`config.mk`:
```
export PLATFORM = sky130hd
export DESIGN_NAME = fetch_unit_flat
export DESIGN_NICKNAME = d
export VERILOG_FILES = /design/src/rtl/fetch_unit_if.sv /design/src/rtl/fetch_unit.sv /design/src/flat_wrapper.sv
export SDC_FILE = /design/constraint.sdc
export NUM_CORES = 1
export LEC_CHECK = 0
export ABC_AREA = 0
export BUFFER_PORTS_ARGS = -buffer_cell sky130_fd_sc_hd__buf_2
export CORE_ASPECT_RATIO = 1.25
export CORE_MARGIN = 3
export CORE_UTILIZATION = 49
export DETAILED_ROUTE_END_ITERATION = 10
export PLACE_DENSITY = 0.76
export SYNTH_ARGS = -nofsm -noshare
export SYNTH_HDL_FRONTEND = slang
export SYNTH_SLANG_ARGS = --single-unit
```
`constraint.sdc`:
```
create_clock -name clk -period 1.57 [get_ports clk]
set_input_delay 0.157 -clock clk [delete_from_list [all_inputs] [get_ports clk]]
set_output_delay 0.157 -clock clk [all_outputs]
set_load 0.01 [all_outputs]
```
`src/rtl/fetch_unit_if.sv`:
```
// Bus bundle for the fetch stage: instruction bank port, branch redirect input
// and the decode-facing instruction output with halt/fault status.
interface fetch_unit_if;
    logic [31:0] imem_addr;
    logic [31:0] imem_data;
    logic        id_ready;
    logic        redirect_valid;
    logic [31:0] redirect_target;
    logic [31:0] instr;
    logic [31:0] instr_pc;
    logic        instr_valid;
    logic        halted;
    logic        fault;

    modport master (
        output imem_addr, instr, instr_pc, instr_valid, halted, fault,
        input  imem_data, id_ready, redirect_valid, redirect_target
    );

    modport slave (
        input  imem_addr, instr, instr_pc, instr_valid, halted, fault,
        output imem_data, id_ready, redirect_valid, redirect_target
    );
endinterface

```
`src/rtl/fetch_unit.sv`:
```
// Instruction fetch stage: one registered bank read in flight, output register plus
// skid buffer against decode stalls, branch redirects, halt detection and fetch faults.
module fetch_unit #(
    parameter logic [31:0] RESET_PC    = 32'd0,
    parameter logic [31:0] ADDR_LIMIT  = 32'd252,
    parameter logic [5:0]  HALT_OPCODE = 6'b101100
) (
    input  logic         clk,
    input  logic         reset,
    fetch_unit_if.master bus
);
    typedef enum logic [1:0] {RUN, DRAIN, HALTED, FAULT} state_t;

    state_t      state, state_next;
    logic [31:0] pc, rsp_pc;
    logic        rsp_pending;
    logic [31:0] out_instr, out_pc;
    logic        out_valid;
    logic [31:0] skid_instr, skid_pc;
    logic        skid_valid;

    logic active, redirect, halt_rsp, pc_legal, transfer;
    logic take_rsp, out_free, skid_hold, attempt, issue, fault_now;

    assign active    = (state == RUN) || (state == DRAIN);
    assign redirect  = bus.redirect_valid && active;
    assign halt_rsp  = rsp_pending && (bus.imem_data[31:26] == HALT_OPCODE);
    assign pc_legal  = (pc[1:0] == 2'b00) && (pc <= ADDR_LIMIT);
    assign transfer  = out_valid && bus.id_ready && !bus.redirect_valid;
    assign take_rsp  = rsp_pending && active && !bus.redirect_valid;
    assign out_free  = !out_valid || transfer;

    // Gate issue on the skid's next-cycle occupancy: a stall then parks at most one
    // word in the skid, and a released stall can issue in the same cycle it drains.
    assign skid_hold = take_rsp ? (skid_valid || !out_free) : (skid_valid && !transfer);
    assign attempt   = (state == RUN) && !skid_hold && !bus.redirect_valid && !halt_rsp;
    assign issue     = attempt && pc_legal;
    assign fault_now = attempt && !pc_legal;

    // NOTE: every output of a combinational block gets a default first, so no path
    // through the case statement can leave it unassigned and infer a latch.
    always_comb begin
        state_next = state;
        unique case (state)
            RUN: begin
                if (bus.redirect_valid) state_next = RUN;
                else if (fault_now)     state_next = FAULT;
                else if (halt_rsp)      state_next = DRAIN;
            end
            DRAIN: begin
                if (bus.redirect_valid) state_next = RUN;
                else if (transfer && out_instr[31:26] == HALT_OPCODE) state_next = HALTED;
            end
            default: state_next = state;
        endcase
    end

    always_ff @(posedge clk) begin
        if (reset) state <= RUN;
        else       state <= state_next;
    end

    // NOTE: sequential state uses non-blocking assignments so every register samples
    // pre-edge values, independent of statement order within the block.
    always_ff @(posedge clk) begin
        if (reset) begin
            pc          <= RESET_PC;
            rsp_pending <= 1'b0;
            rsp_pc      <= '0;
            out_instr   <= '0;
            out_pc      <= '0;
            out_valid   <= 1'b0;
            skid_instr  <= '0;
            skid_pc     <= '0;
            skid_valid  <= 1'b0;
        end else if (redirect) begin
            pc          <= bus.redirect_target;
            rsp_pending <= 1'b0;
            out_valid   <= 1'b0;
            skid_valid  <= 1'b0;
        end else begin
            rsp_pending <= issue;
            if (issue) begin
                rsp_pc <= pc;
                pc     <= pc + 32'd4;
            end
            if (take_rsp) begin
                if (out_free) begin
                    out_valid <= 1'b1;
                    if (skid_valid) begin
                        out_instr  <= skid_instr;
                        out_pc     <= skid_pc;
                        skid_instr <= bus.imem_data;
                        skid_pc    <= rsp_pc;
                    end else begin
                        out_instr <= bus.imem_data;
                        out_pc    <= rsp_pc;
                    end
                end else begin
                    skid_valid <= 1'b1;
                    skid_instr <= bus.imem_data;
                    skid_pc    <= rsp_pc;
                end
            end else if (transfer) begin
                if (skid_valid) begin
                    out_instr  <= skid_instr;
                    out_pc     <= skid_pc;
                    skid_valid <= 1'b0;
                end else begin
                    out_valid <= 1'b0;
                end
            end
        end
    end

    assign bus.imem_addr   = pc;
    assign bus.instr       = out_instr;
    assign bus.instr_pc    = out_pc;
    assign bus.instr_valid = out_valid;
    assign bus.halted      = (state == HALTED);
    assign bus.fault       = (state == FAULT);
endmodule
```
`src/flat_wrapper.sv`:
```
// flat-port wrapper written by rule: the top's interface ports become plain ports
module fetch_unit_flat 
#(
    parameter logic [31:0] RESET_PC    = 32'd0,
    parameter logic [31:0] ADDR_LIMIT  = 32'd252,
    parameter logic [5:0]  HALT_OPCODE = 6'b101100
)
  (clk, reset, bus_imem_addr, bus_instr, bus_instr_pc, bus_instr_valid, bus_halted, bus_fault, bus_imem_data, bus_id_ready, bus_redirect_valid, bus_redirect_target);
  fetch_unit_if bus_i ();
  input  logic clk;
  input  logic reset;
  output wire logic [$bits(bus_i.imem_addr)-1:0] bus_imem_addr;
  output wire logic [$bits(bus_i.instr)-1:0] bus_instr;
  output wire logic [$bits(bus_i.instr_pc)-1:0] bus_instr_pc;
  output wire logic [$bits(bus_i.instr_valid)-1:0] bus_instr_valid;
  output wire logic [$bits(bus_i.halted)-1:0] bus_halted;
  output wire logic [$bits(bus_i.fault)-1:0] bus_fault;
  input wire logic [$bits(bus_i.imem_data)-1:0] bus_imem_data;
  input wire logic [$bits(bus_i.id_ready)-1:0] bus_id_ready;
  input wire logic [$bits(bus_i.redirect_valid)-1:0] bus_redirect_valid;
  input wire logic [$bits(bus_i.redirect_target)-1:0] bus_redirect_target;
  assign bus_imem_addr = bus_i.imem_addr;
  assign bus_instr = bus_i.instr;
  assign bus_instr_pc = bus_i.instr_pc;
  assign bus_instr_valid = bus_i.instr_valid;
  assign bus_halted = bus_i.halted;
  assign bus_fault = bus_i.fault;
  assign bus_i.imem_data = bus_imem_data;
  assign bus_i.id_ready = bus_id_ready;
  assign bus_i.redirect_valid = bus_redirect_valid;
  assign bus_i.redirect_target = bus_redirect_target;
  fetch_unit #(.RESET_PC(RESET_PC), .ADDR_LIMIT(ADDR_LIMIT), .HALT_OPCODE(HALT_OPCODE)) u_core (.clk(clk), .reset(reset), .bus(bus_i));
endmodule
```
Yosys cells after proc, flatten, opt, wreduce, memory -nomap -nowiden
Index checks and enable logic that the tools add are counted.
- register bits after elaboration: 197
- word-level logic and storage cells: 91
- add/sub/neg operators: 1
- order comparisons: 1
- eq/ne operators: 11
- mux-type cells: 30
- bitwise operators: 1
- reductions and logical operators: 37
- operators with widths (operator ; count):
    2-to-1 mux 32 bit ; 16
    adder 32 x 3 -> 32 bit, second input constant ; 1
    less-or-equal comparator 32 x 8 -> 1 bit, second input constant ; 1
    logical AND 1 bit ; 14
    == test 6 bit, second input constant ; 2
    2-to-1 mux 2 bit ; 5
    AND reduction 3 bit ; 3
    2-to-1 mux 1 bit ; 8
    nonzero test 2 bit ; 4
    logical NOT 1 bit ; 7
    != test 2 bit, second input constant ; 3
    == test 2 bit, second input constant ; 2
    logical NOT 2 bit ; 2
    != test 4 x 2 -> 1 bit, second input constant ; 1
    case mux 2 bit (2 select lines) ; 1
    AND reduction 2 bit ; 2
    AND reduction 4 bit ; 1
    logical OR 1 bit ; 3
    != test 3 bit, second input constant ; 1
    == test 2 x 1 -> 1 bit, second input constant ; 1
    != test 2 x 1 -> 1 bit, second input constant ; 1
    OR reduction 2 bit ; 1
    NOT 1 bit ; 1

Longest topological paths before layout
- depth in word-level cells: 14
- depth in mapped cells: 8
- mapped depth without buffers: 5

Least setup slack after synthesis
OpenSTA, ideal clock, no wires.
- kind: reg2reg
- start point: reg u_core.pc[31] (netlist: u_core.bus.imem_addr[31])
- end point: reg u_core.pc[5] (netlist: u_core.bus.imem_addr[5])
- setup time: 79 ps
- arrival time: 1674 ps
- setup slack: -183 ps
- cell stages (with the launch flop): 6
- period minus slack after synthesis: 1753 ps
- cell sequence: dfxtp_1 > nor4_2 > nand4_1 > a211o_1 > or4_1 > o211ai_1
- word-level cells in the longest chain between the ends: 4
- RTL lines (item ; line ; RTL):
    start, declared ; fetch_unit.sv:15 ; logic [31:0] pc, rsp_pc;
    start signal, assigned ; fetch_unit.sv:77 ; pc <= bus.redirect_target;
    start signal, assigned ; fetch_unit.sv:85 ; pc <= pc + 32'd4;
    less-or-equal comparator 32 x 8 -> 1 bit ; fetch_unit.sv:28 ; assign pc_legal = (pc[1:0] == 2'b00) && (pc <= ADDR_LIMIT);
    logical AND 1 bit ; fetch_unit.sv:28 ;
    logical AND 1 bit ; fetch_unit.sv:37 ; assign issue = attempt && pc_legal;
    nonzero test 2 bit (no source line) ; - ;
No other way between the ends.
A chain may end at the register's enable or synchronous reset.

Final worst setup path
- start point: reg u_core.pc[31] (netlist: u_core.bus.imem_addr[31])
- end point: reg u_core.pc[6] (netlist: u_core.bus.imem_addr[6])
Same word-level chain as after synthesis.

==> impl_metrics.toml <==
[run_status]
status = "complete, but fails checks"
failed_checks = "setup timing"

[worst_setup_path]
reg2reg_from = "u_core.bus.imem_addr[31]"
cp_data_arrival_time_ns = 2.14
cp_cell_sequence = "nor4_2 -> nand4_1 -> a211o_1 -> or4b_1 -> o211ai_1"
crit_fanout = 6
critPathLaunch = "u_core.bus.imem_addr[31]"
cp_slowest_cell = "or4b_1"
startpoint_type = "flop"
max_stage_delay_ns = 0.48
rr_worst_depth = 5
crit_type = "reg2reg"
critPathRequiredTime_ns = 1.93
endpoint_kind = "flop"

[synthesis]
netlist_area_sq_um = 7571
yosysUniqueCellTypes = 48
syn_inst = 862
synth_fp_nets = 931
synthArstFlopShare = 0
synth_seq_cells = 197
avgSynthCellArea_sq_um = 8.783
yosysSeqAreaShare = 0.5209
synth_edf_count = 0
ys.flop_type = "dfxtp_1"
yosysWarnings = 0

[routing]
postRouteAntennaNets = 0
routed_wl_mm = 25.72
route.detailed.drc = 0
drt_iter0_markers = 627
via_per_inst = 5.589
wl_per_cell_microns = 18.65
vias = 7707
firstDrtPassIters = 5

[job]
maxCapViolCount = 0

[sta]
period_minus_slack_ns = 1.777
fin_ws_ns = -0.2070
worst_pin_slew_ns = 0.3047
fin_skew_ns = 0.02979
maxSlewViolCount = 0
rsz0062_at_grt = "true"
min_period_over_period = 1.132
fin_setup_tns_ns = -13.55
hold_viol = 0
finalSetupViolations = 134
slew-limit-headroom = 0.7910
fmaxAchievable_ghz = 0.5628

[placed_design]
portBuffers = 166
placed_area_sq_um = 9178
place_congestion = 0.8273
placed_cells = 1245
dpl.hpwl_mm = 12.19

[die]
dieArea_sq_um = 16990
die_y_microns = 145.0
ios = 167
fp.coreArea_sq_um = 15080
die_x_microns = 117.2
start_util = 0.5022
rows = 50

[global_routing]
grt_max_degree = 54
grt_pass1_wl_mm = 37.07
grt_pass1_vias = 7564
grt-ovfl-total = 0
antenna_found_initial = 1
gr-usage-all-layers = 0.2734

[hold_path]
hold_depth = 3
hold_class = "in2reg"
min-delay-start = "bus_redirect_target[8]"

[pwr]
finalPower_uw = 10200
p_per_area_nw_per_um2 = 850.9
ir_drop_mv = 0.6459
total_leakage_power_uw = 0.004964

[cells_and_area]
utilization = 0.7947
layout.nets = 1226
layout-drive-gt1-share = 0.4325
multi_input_area_sq_um = 4230
syn2layout_area_growth_pct = 58.25
fin_area_sq_um = 11980
fill_cells = 858
most-common-layout-cells = "dfxtp_1 (189), buf_2 (166), nand2_1 (131)"
final_cells = 1379
final_common_cell = "dfxtp_1"
seq_area_sq_um = 3954

[clock_tree]
clkLatencyLatePin_ns = 0.45
cts_buffers = 17
cts_tree = "done"
cts.sinks = 197
clockBufferDepth = 2
root_buffer = "clkbuf_16"
path_clk_slew_ns = 0.07
cts_htree_levels = 4
==> where the power goes <==
group          switching (uW)  leakage [uW]  internal, uW
sequential               63.6       0.00160          5060
combinational             462       0.00309           447
clock                    2050      0.000278          2110
==> synthesized netlist by cell type, drive strengths merged, types with 2 or more instances <==
library cell	count	share of area
a211oi	68	0.068
a21oi	99	0.066
a32oi	2	0.0023
and2	28	0.023
buf	20	0.014
clkbuf	46	0.023
dfxtp	197	0.52
inv	3	0.0015
mux2i	64	0.085
nand2	187	0.093
nand2b	6	0.0050
nand3	11	0.0073
nor2	75	0.038
nor2b	4	0.0033
nor3	5	0.0033
nor4	6	0.0074
o211ai	4	0.0040
o21ai	14	0.0098
==> cells by family (layout without fill, tap and decap cells) <==
logic type	after synthesis	count (layout)	synth area share
other	0	1	0
AND/OR/NAND/NOR	333	333	0.1919
flip-flops	197	197	0.5209
buffers and inverters	69	377	0.03818
multiplexers	64	64	0.08461
XOR/XNOR	1	1	0.001157
AO/OA/AOI/OAI	197	197	0.1616
adder cells (fa/ha/maj)	1	1	0.001652
==> registers in the layout, indices dropped and copies added (netlist names) <==
signal	flops
u_core.rsp_pc	32
u_core.skid_instr	32
u_core.bus.imem_addr	32
u_core.skid_valid	1
u_core.bus.instr_pc	32
u_core.bus.instr	32
u_core.state	2
u_core.skid_pc	32
u_core.bus.instr_valid	1
u_core.rsp_pending	1
==> critical path, delay by kind of cell, from the launching register on <==
| kind | cells | cell delay [ns] |
|---|---|---|
| simple gates | 3 | 0.95 |
| compound gates | 2 | 0.43 |
| flops | 1 | 0.33 |
==> metal layers <==
metal,share of wire,vias to the layer above,track usage
met1,0.38,3730,0.3165
met3,0.046,107,0.05674
met5,0,-,0
li1,-,3567,-
met4,0.051,0,0.1343
met2,0.52,303,0.4674
==> final cells by class <==
type,instances,share of cell area
antenna,1,0.0002089
sequential,197,0.3300
clock inverter,14,0.009503
tap,208,0.02172
clock buffer,18,0.03665
timing repair buffer,342,0.2479
multi-input combinational,596,0.3531
inverter,3,0.0009398
==> final timing paths <==
path                                                 to  slack [ns]
worst min-delay path            u_core.bus.imem_addr[8]        0.01
worst max register to register  u_core.bus.imem_addr[6]       -0.21
worst max-delay path            u_core.bus.imem_addr[6]       -0.21
worst min register to register     u_core.skid_instr[6]        0.46
==> timing repair <==
action,CTS,global route
endpoints found under the hold margin,54,0
pin swaps,21,90
endpoints found under the setup margin,168,167
hold buffers,54,0
resized for setup,63,201
gates cloned,19,4
setup buffers,24,5
==> stage by stage <==
stage,hold WS [ns],worst slack (ns)
6_report,0.01315,-0.2070
4_1_cts,0.005318,-0.2274
3_5_place_dp,0.4004,-0.2624
2_1_floorplan,0.2854,-0.09694
3_3_place_gp,0.4028,-0.2833
5_1_grt,0.02069,-0.3179
No activity file was read; power rests on OpenSTA's default activity.
